**config.mk**
```make
export PLATFORM = sky130hd
export DESIGN_NAME = multicycle_ctrl_flat
export DESIGN_NICKNAME = d
export VERILOG_FILES = /design/src/rtl/multicycle_ctrl_pkg.sv /design/src/rtl/multicycle_ctrl_if.sv /design/src/rtl/multicycle_ctrl_out_decode.sv /design/src/rtl/multicycle_ctrl.sv /design/src/flat_wrapper.sv
export SDC_FILE = /design/constraint.sdc
export NUM_CORES = 1
export LEC_CHECK = 0
export ABC_AREA = 1
export CORE_MARGIN = 2
export CORE_UTILIZATION = 30
export DETAILED_ROUTE_END_ITERATION = 7
export GPL_TIMING_DRIVEN = 0
export PLACE_DENSITY = 0.57
export SKIP_CTS_REPAIR_TIMING = 1
export SLEW_MARGIN = 20
export SYNTH_ARGS = -nofsm -noshare
export SYNTH_HDL_FRONTEND = slang
export SYNTH_SLANG_ARGS = --single-unit
```
**constraint.sdc**
```tcl
create_clock -name clk -period 1.85 [get_ports clk]
set_input_delay 0.37 -clock clk [delete_from_list [all_inputs] [get_ports clk]]
set_output_delay 0.37 -clock clk [all_outputs]
set_load 0.02 [all_outputs]
```
**src/rtl/multicycle_ctrl_pkg.sv**
```systemverilog
// Shared types and encodings for the multicycle processor control FSM.
// Optional jump support is enabled by defining MC_JUMP_EN.
package mc_pkg;

    typedef enum logic [3:0] {
        ST_RST    = 4'd0,
        ST_FETCH  = 4'd1,
        ST_DECODE = 4'd2,
        ST_MEMADR = 4'd3,
        ST_MEMRD  = 4'd4,
        ST_MEMWB  = 4'd5,
        ST_MEMWR  = 4'd6,
        ST_EXEC   = 4'd7,
        ST_RWB    = 4'd8,
`ifdef MC_JUMP_EN
        ST_BRANCH = 4'd9,
        ST_JUMP   = 4'd10
`else
        ST_BRANCH = 4'd9
`endif
    } mc_state_t;

    localparam logic [5:0] OP_RTYPE = 6'h00;
    localparam logic [5:0] OP_LW    = 6'h23;
    localparam logic [5:0] OP_SW    = 6'h2B;
    localparam logic [5:0] OP_BEQ   = 6'h04;
    localparam logic [5:0] OP_J     = 6'h02;

    localparam logic [1:0] ALUOP_ADD   = 2'b00;
    localparam logic [1:0] ALUOP_SUB   = 2'b01;
    localparam logic [1:0] ALUOP_FUNCT = 2'b10;

    localparam logic [1:0] SRCB_B     = 2'b00;
    localparam logic [1:0] SRCB_FOUR  = 2'b01;
    localparam logic [1:0] SRCB_IMM   = 2'b10;
    localparam logic [1:0] SRCB_IMMSH = 2'b11;

    localparam logic [1:0] PCSRC_ALU    = 2'b00;
    localparam logic [1:0] PCSRC_ALUOUT = 2'b01;
    localparam logic [1:0] PCSRC_JUMP   = 2'b10;

    function automatic logic op_legal(input logic [5:0] op);
        logic legal_s;
        case (op)
            OP_RTYPE, OP_LW, OP_SW, OP_BEQ: legal_s = 1'b1;
`ifdef MC_JUMP_EN
            OP_J:                           legal_s = 1'b1;
`endif
            default:                        legal_s = 1'b0;
        endcase
        return legal_s;
    endfunction

endpackage

```
**src/rtl/multicycle_ctrl_if.sv**
```systemverilog
// Control bus between the multicycle controller (master) and its datapath (slave).
interface multicycle_ctrl_if;
    logic [5:0] opcode;
    logic       mem_ready;
    logic       PCWrite;
    logic       PCWriteCond;
    logic       IorD;
    logic       MemRead;
    logic       MemWrite;
    logic       IRWrite;
    logic       MemtoReg;
    logic       RegDst;
    logic       RegWrite;
    logic       ALUSrcA;
    logic [1:0] ALUSrcB;
    logic [1:0] ALUOp;
    logic [1:0] PCSource;
    logic       instr_done;
    logic       illegal_op;

    modport master (
        input  opcode, mem_ready,
        output PCWrite, PCWriteCond, IorD, MemRead, MemWrite, IRWrite,
               MemtoReg, RegDst, RegWrite, ALUSrcA, ALUSrcB, ALUOp,
               PCSource, instr_done, illegal_op
    );

    modport slave (
        output opcode, mem_ready,
        input  PCWrite, PCWriteCond, IorD, MemRead, MemWrite, IRWrite,
               MemtoReg, RegDst, RegWrite, ALUSrcA, ALUSrcB, ALUOp,
               PCSource, instr_done, illegal_op
    );
endinterface

```
**src/rtl/multicycle_ctrl_out_decode.sv**
```systemverilog
// Moore output decode: control strobes from current state (plus mem_ready in FETCH/MEM states).
// The JUMP decode exists only when MC_JUMP_EN is defined.
module mc_out_decode
    import mc_pkg::*;
(
    input  mc_state_t  i_state,
    input  logic       i_mem_ready,
    input  logic       i_op_illegal,
    output logic       o_pc_write,
    output logic       o_pc_write_cond,
    output logic       o_iord,
    output logic       o_mem_read,
    output logic       o_mem_write,
    output logic       o_ir_write,
    output logic       o_mem_to_reg,
    output logic       o_reg_dst,
    output logic       o_reg_write,
    output logic       o_alu_src_a,
    output logic [1:0] o_alu_src_b,
    output logic [1:0] o_alu_op,
    output logic [1:0] o_pc_source,
    output logic       o_instr_done,
    output logic       o_illegal_op
);

    // Per-state control decode; anything not listed for a state stays low.
    always_comb begin
        o_pc_write      = 1'b0;
        o_pc_write_cond = 1'b0;
        o_iord          = 1'b0;
        o_mem_read      = 1'b0;
        o_mem_write     = 1'b0;
        o_ir_write      = 1'b0;
        o_mem_to_reg    = 1'b0;
        o_reg_dst       = 1'b0;
        o_reg_write     = 1'b0;
        o_alu_src_a     = 1'b0;
        o_alu_src_b     = SRCB_B;
        o_alu_op        = ALUOP_ADD;
        o_pc_source     = PCSRC_ALU;
        o_instr_done    = 1'b0;
        o_illegal_op    = 1'b0;
        case (i_state)
            ST_FETCH: begin
                o_mem_read  = 1'b1;
                o_alu_src_b = SRCB_FOUR;
                o_ir_write  = i_mem_ready;
                o_pc_write  = i_mem_ready;
            end
            ST_DECODE: begin
                o_alu_src_b  = SRCB_IMMSH;
                o_illegal_op = i_op_illegal;
            end
            ST_MEMADR: begin
                o_alu_src_a = 1'b1;
                o_alu_src_b = SRCB_IMM;
            end
            ST_MEMRD: begin
                o_mem_read = 1'b1;
                o_iord     = 1'b1;
            end
            ST_MEMWB: begin
                o_mem_to_reg = 1'b1;
                o_reg_write  = 1'b1;
                o_instr_done = 1'b1;
            end
            ST_MEMWR: begin
                o_mem_write  = 1'b1;
                o_iord       = 1'b1;
                o_instr_done = i_mem_ready;
            end
            ST_EXEC: begin
                o_alu_src_a = 1'b1;
                o_alu_op    = ALUOP_FUNCT;
            end
            ST_RWB: begin
                o_reg_dst    = 1'b1;
                o_reg_write  = 1'b1;
                o_instr_done = 1'b1;
            end
            ST_BRANCH: begin
                o_alu_src_a     = 1'b1;
                o_alu_op        = ALUOP_SUB;
                o_pc_write_cond = 1'b1;
                o_pc_source     = PCSRC_ALUOUT;
                o_instr_done    = 1'b1;
            end
`ifdef MC_JUMP_EN
            ST_JUMP: begin
                o_pc_write   = 1'b1;
                o_pc_source  = PCSRC_JUMP;
                o_instr_done = 1'b1;
            end
`endif
            default: o_instr_done = 1'b0;
        endcase
    end

endmodule

```
**src/rtl/multicycle_ctrl.sv**
```systemverilog
// Multicycle CPU control FSM: state register, opcode latch and next-state logic.
// Define MC_JUMP_EN to add the JUMP state for opcode 0x02.
module multicycle_ctrl
    import mc_pkg::*;
(
    input  logic                clk,
    input  logic                rst_n,
    multicycle_ctrl_if.master   bus
);

    mc_state_t  r_state;
    mc_state_t  w_next_state;
    logic [5:0] r_opcode;
    logic       w_op_illegal;

    assign w_op_illegal = (r_state == ST_DECODE) && !op_legal(bus.opcode);

    // State register.
    always_ff @(posedge clk or negedge rst_n) begin
        if (!rst_n) begin
            r_state <= ST_RST;
        end else begin
            r_state <= w_next_state;
        end
    end

    // Opcode is captured at the end of DECODE so later IR changes cannot steer MEMADR.
    always_ff @(posedge clk or negedge rst_n) begin
        if (!rst_n) begin
            r_opcode <= 6'h00;
        end else if (r_state == ST_DECODE) begin
            r_opcode <= bus.opcode;
        end else begin
            r_opcode <= r_opcode;
        end
    end

    // Next-state logic; an unrecognised encoding falls back to FETCH.
    always_comb begin
        w_next_state = ST_FETCH;
        case (r_state)
            ST_RST:    w_next_state = ST_FETCH;
            ST_FETCH:  w_next_state = bus.mem_ready ? ST_DECODE : ST_FETCH;
            ST_DECODE: begin
                if ((bus.opcode == OP_LW) || (bus.opcode == OP_SW)) begin
                    w_next_state = ST_MEMADR;
                end else if (bus.opcode == OP_RTYPE) begin
                    w_next_state = ST_EXEC;
                end else if (bus.opcode == OP_BEQ) begin
                    w_next_state = ST_BRANCH;
`ifdef MC_JUMP_EN
                end else if (bus.opcode == OP_J) begin
                    w_next_state = ST_JUMP;
`endif
                end else begin
                    w_next_state = ST_FETCH;
                end
            end
            ST_MEMADR: w_next_state = (r_opcode == OP_SW) ? ST_MEMWR : ST_MEMRD;
            ST_MEMRD:  w_next_state = bus.mem_ready ? ST_MEMWB : ST_MEMRD;
            ST_MEMWB:  w_next_state = ST_FETCH;
            ST_MEMWR:  w_next_state = bus.mem_ready ? ST_FETCH : ST_MEMWR;
            ST_EXEC:   w_next_state = ST_RWB;
            ST_RWB:    w_next_state = ST_FETCH;
            ST_BRANCH: w_next_state = ST_FETCH;
            default:   w_next_state = ST_FETCH;
        endcase
    end

    mc_out_decode u_out_decode (
        .i_state         (r_state),
        .i_mem_ready     (bus.mem_ready),
        .i_op_illegal    (w_op_illegal),
        .o_pc_write      (bus.PCWrite),
        .o_pc_write_cond (bus.PCWriteCond),
        .o_iord          (bus.IorD),
        .o_mem_read      (bus.MemRead),
        .o_mem_write     (bus.MemWrite),
        .o_ir_write      (bus.IRWrite),
        .o_mem_to_reg    (bus.MemtoReg),
        .o_reg_dst       (bus.RegDst),
        .o_reg_write     (bus.RegWrite),
        .o_alu_src_a     (bus.ALUSrcA),
        .o_alu_src_b     (bus.ALUSrcB),
        .o_alu_op        (bus.ALUOp),
        .o_pc_source     (bus.PCSource),
        .o_instr_done    (bus.instr_done),
        .o_illegal_op    (bus.illegal_op)
    );

endmodule

```
**src/flat_wrapper.sv**
```systemverilog
// flat-port wrapper written by rule: the top's interface ports become plain ports
module multicycle_ctrl_flat import mc_pkg::*;
  (clk, rst_n, bus_opcode, bus_mem_ready, bus_PCWrite, bus_PCWriteCond, bus_IorD, bus_MemRead, bus_MemWrite, bus_IRWrite, bus_MemtoReg, bus_RegDst, bus_RegWrite, bus_ALUSrcA, bus_ALUSrcB, bus_ALUOp, bus_PCSource, bus_instr_done, bus_illegal_op);
  multicycle_ctrl_if bus_i ();
  input  logic clk;
  input  logic rst_n;
  input wire logic [$bits(bus_i.opcode)-1:0] bus_opcode;
  input wire logic [$bits(bus_i.mem_ready)-1:0] bus_mem_ready;
  output wire logic [$bits(bus_i.PCWrite)-1:0] bus_PCWrite;
  output wire logic [$bits(bus_i.PCWriteCond)-1:0] bus_PCWriteCond;
  output wire logic [$bits(bus_i.IorD)-1:0] bus_IorD;
  output wire logic [$bits(bus_i.MemRead)-1:0] bus_MemRead;
  output wire logic [$bits(bus_i.MemWrite)-1:0] bus_MemWrite;
  output wire logic [$bits(bus_i.IRWrite)-1:0] bus_IRWrite;
  output wire logic [$bits(bus_i.MemtoReg)-1:0] bus_MemtoReg;
  output wire logic [$bits(bus_i.RegDst)-1:0] bus_RegDst;
  output wire logic [$bits(bus_i.RegWrite)-1:0] bus_RegWrite;
  output wire logic [$bits(bus_i.ALUSrcA)-1:0] bus_ALUSrcA;
  output wire logic [$bits(bus_i.ALUSrcB)-1:0] bus_ALUSrcB;
  output wire logic [$bits(bus_i.ALUOp)-1:0] bus_ALUOp;
  output wire logic [$bits(bus_i.PCSource)-1:0] bus_PCSource;
  output wire logic [$bits(bus_i.instr_done)-1:0] bus_instr_done;
  output wire logic [$bits(bus_i.illegal_op)-1:0] bus_illegal_op;
  assign bus_i.opcode = bus_opcode;
  assign bus_i.mem_ready = bus_mem_ready;
  assign bus_PCWrite = bus_i.PCWrite;
  assign bus_PCWriteCond = bus_i.PCWriteCond;
  assign bus_IorD = bus_i.IorD;
  assign bus_MemRead = bus_i.MemRead;
  assign bus_MemWrite = bus_i.MemWrite;
  assign bus_IRWrite = bus_i.IRWrite;
  assign bus_MemtoReg = bus_i.MemtoReg;
  assign bus_RegDst = bus_i.RegDst;
  assign bus_RegWrite = bus_i.RegWrite;
  assign bus_ALUSrcA = bus_i.ALUSrcA;
  assign bus_ALUSrcB = bus_i.ALUSrcB;
  assign bus_ALUOp = bus_i.ALUOp;
  assign bus_PCSource = bus_i.PCSource;
  assign bus_instr_done = bus_i.instr_done;
  assign bus_illegal_op = bus_i.illegal_op;
  multicycle_ctrl u_core (.clk(clk), .rst_n(rst_n), .bus(bus_i));
endmodule
```
==> metrics.yaml <==
area_growth_pct: 52.8
p_total_uw: 1510
setup_violations: 0
synth_area_um2: 678
clock_skew_ns: 0.00324
ir_drop_uv: 888
cts_sinks: 10
cts_buffers: 3
antenna_left: 0
dr.pass1.iters: 4
vias: 725
path_cells: "nor2_4, nand2_4, inv_4, nand2_1, nor2_1, buf_4"
drive_gt1_share_pct: 21.7
portBuffers: 25
crit_required_ns: 1.48
rrSetupSlack_ns: 0.70
slew_viol_final: 0
maxCapViolCount: 0
r2r-end: "u_core.r_state[3]"
power_density_nw_per_um2: 1460
outcome: "finished clean"
num_antenna_cells: 0
rsz0062_at_grt: "true"
cp-end-kind: "primary output"
critPathLaunchType: "flip-flop"
core-area_um2: 2170
setup_tns_ns: 0
dieArea_um2: 2660
grt-ovfl-total: 0
antenna_found_initial: 0
post-route-util_pct: 47.8
rows: 17
start_util_pct: 31.3
die_w_um: 51.5
cts-root-buf: "clkbuf_4"
arrival_ns: 1.47
fmax_mhz: 543
finalCritPeriodShare_pct: 99.5
clk_latency_ns: 0.26
drc: 0
grt_pass1_wl_um: 2660
die_h_um: 51.5
p_leak_uw: 0.000727
via_per_inst: 4.37
grt_pass1_vias: 648
ys_seq_area_share_pct: 36.9
grt_usage_pct: 13.5
grt_max_degree: 11
final-hold-violation-count: 0
period_needed_ns: 1.84
synthCells: 108
cp_slowest_cell: "dfrtp_2"
dpl.hpwl_um: 1310
cts_tree: "done"
min_path_type: "primary input to asynchronous set/reset pin"
critPathMaxStageDelay_ns: 0.45
syn_avg_cell_area_um2: 6.28
rr_startpoint: "u_core.r_state[3]"
num-fill-cells: 239
gp_congestion: 0.876
cts-htree-levels: 1
pin_count: 27
avgRoutedWirePerCell_um: 9.59
nets: 148
yosys_register_bits: 10
ys_warn_count: 0
clock_path_buffers: 2
synth_fp_nets: 117
path_class: "flip-flop to primary output"
drt-initial-drc-count: 7
reg2reg_depth: 5
worstPathMaxFanout: 10
wirelength_um: 1590
path_clk_slew_ns: 0.07
ys_types: 18
==> final cells by class <==
cell class / count / area (um^2) / area share (%)
Tap cell: 28 / 35.0 / 3.38
Sequential cell: 10 / 253 / 24.4
Multi-Input combinational cell: 78 / 363 / 35.0
Timing Repair Buffer: 26 / 253 / 24.4
Clock buffer: 4 / 36.3 / 3.50
Inverter: 16 / 62.6 / 6.04
Buffer: 4 / 33.8 / 3.26
==> placed cells by master (no fill, tap or decap) <==
| master | netlist | layout |
|---|---|---|
| nand2_1 | 37 | 36 |
| nor2_1 | 19 | 17 |
| inv_1 | 14 | 13 |
| dlymetal6s2s_1 | 0 | 10 |
| nand3_1 | 10 | 9 |
| clkdlybuf4s50_1 | 0 | 8 |
| dfrtp_1 | 10 | 8 |
| buf_4 | 3 | 6 |
| o21ai_0 | 3 | 3 |
| clkbuf_4 | 0 | 3 |
| clkbuf_2 | 0 | 3 |
| inv_2 | 2 | 2 |
| nor2_2 | 1 | 2 |
| nor2_4 | 1 | 2 |
| nand3_2 | 1 | 2 |
| buf_2 | 1 | 2 |
| dfrtp_2 | 0 | 2 |
| buf_6 | 0 | 1 |
| nand2_2 | 0 | 1 |
| nor3_2 | 0 | 1 |
| nand2_4 | 1 | 1 |
| inv_4 | 0 | 1 |
| a21oi_1 | 1 | 1 |
| or2_1 | 1 | 1 |
| and2_1 | 1 | 1 |
| conb_1 | 1 | 1 |
| clkbuf_8 | 0 | 1 |
==> report_power, final <==
part           leakage [uW]  internal [uW]  total [uW]  switching (uW)
Sequential         0.000122            322         394            72.8
Combinational      0.000584            357         923             567
Clock             0.0000210            120         196            76.2
==> layer usage <==
metal	routed length (um)	global-route usage, %	up-vias
met4	25	6.58	0
met1	702	15.9	310
met5	0	0	-
met3	138	2.01	4
met2	726	23.7	30
li1	-	-	381
==> synth_stat cells <==
cell type | count | area share, %
a21oi_1 | 1 | 0.74
and2_1 | 1 | 0.92
buf_2 | 1 | 0.74
buf_4 | 3 | 3.3
conb_1 | 1 | 0.55
dfrtp_1 | 10 | 37
inv_1 | 14 | 7.7
inv_2 | 2 | 1.1
nand2_1 | 37 | 20
nand2_4 | 1 | 1.7
nand3_1 | 10 | 7.4
nand3_2 | 1 | 1.5
nor2_1 | 19 | 11
nor2_2 | 1 | 0.92
nor2_4 | 1 | 1.7
nor3_1 | 1 | 0.74
o21ai_0 | 3 | 2.2
or2_1 | 1 | 0.92
==> worst max path at each step <==
stage / startpoint / to
floorplan: u_core.r_state[3] / bus_instr_done
global placement: bus_opcode[2] / bus_illegal_op
detailed placement: bus_opcode[2] / bus_illegal_op
CTS: u_core.r_state[3] / bus_illegal_op
global route: u_core.r_state[3] / bus_illegal_op
finish: u_core.r_state[3] / bus_illegal_op
==> sequential cells by signal (all words and copies together) (netlist names) <==
name,flops
u_core.r_state,4
u_core.r_opcode,6
==> metrics by stage <==
stage	cell area, um^2	setup slack, ns	std cells	hold slack [ns]
2_1_floorplan	678	0.110	108	0.0744
3_3_place_gp	963	-0.343	161	0.466
3_5_place_dp	963	-0.340	161	0.468
4_1_cts	1000	-0.558	165	0.436
5_1_grt	1040	-0.0851	166	0.445
6_report	1040	0.0100	166	0.419
==> cell families after synthesis <==
kind of cell           Yosys count  share of synthesized area (%)
and+or+nand+nor                 73                           46.7
buffers and inverters           20                           12.9
DFF                             10                           36.9
other                            1                          0.553
AOI/OAI and AO/OA                4                           2.95
==> worst max-delay path, delay by kind of cell, from the launching register on <==
kind                   cells  cell delay (ns)
and+or+nand+nor            4             0.48
buffers and inverters      2             0.27
DFF                        1             0.45
No activity file was read; power rests on OpenSTA's default activity.
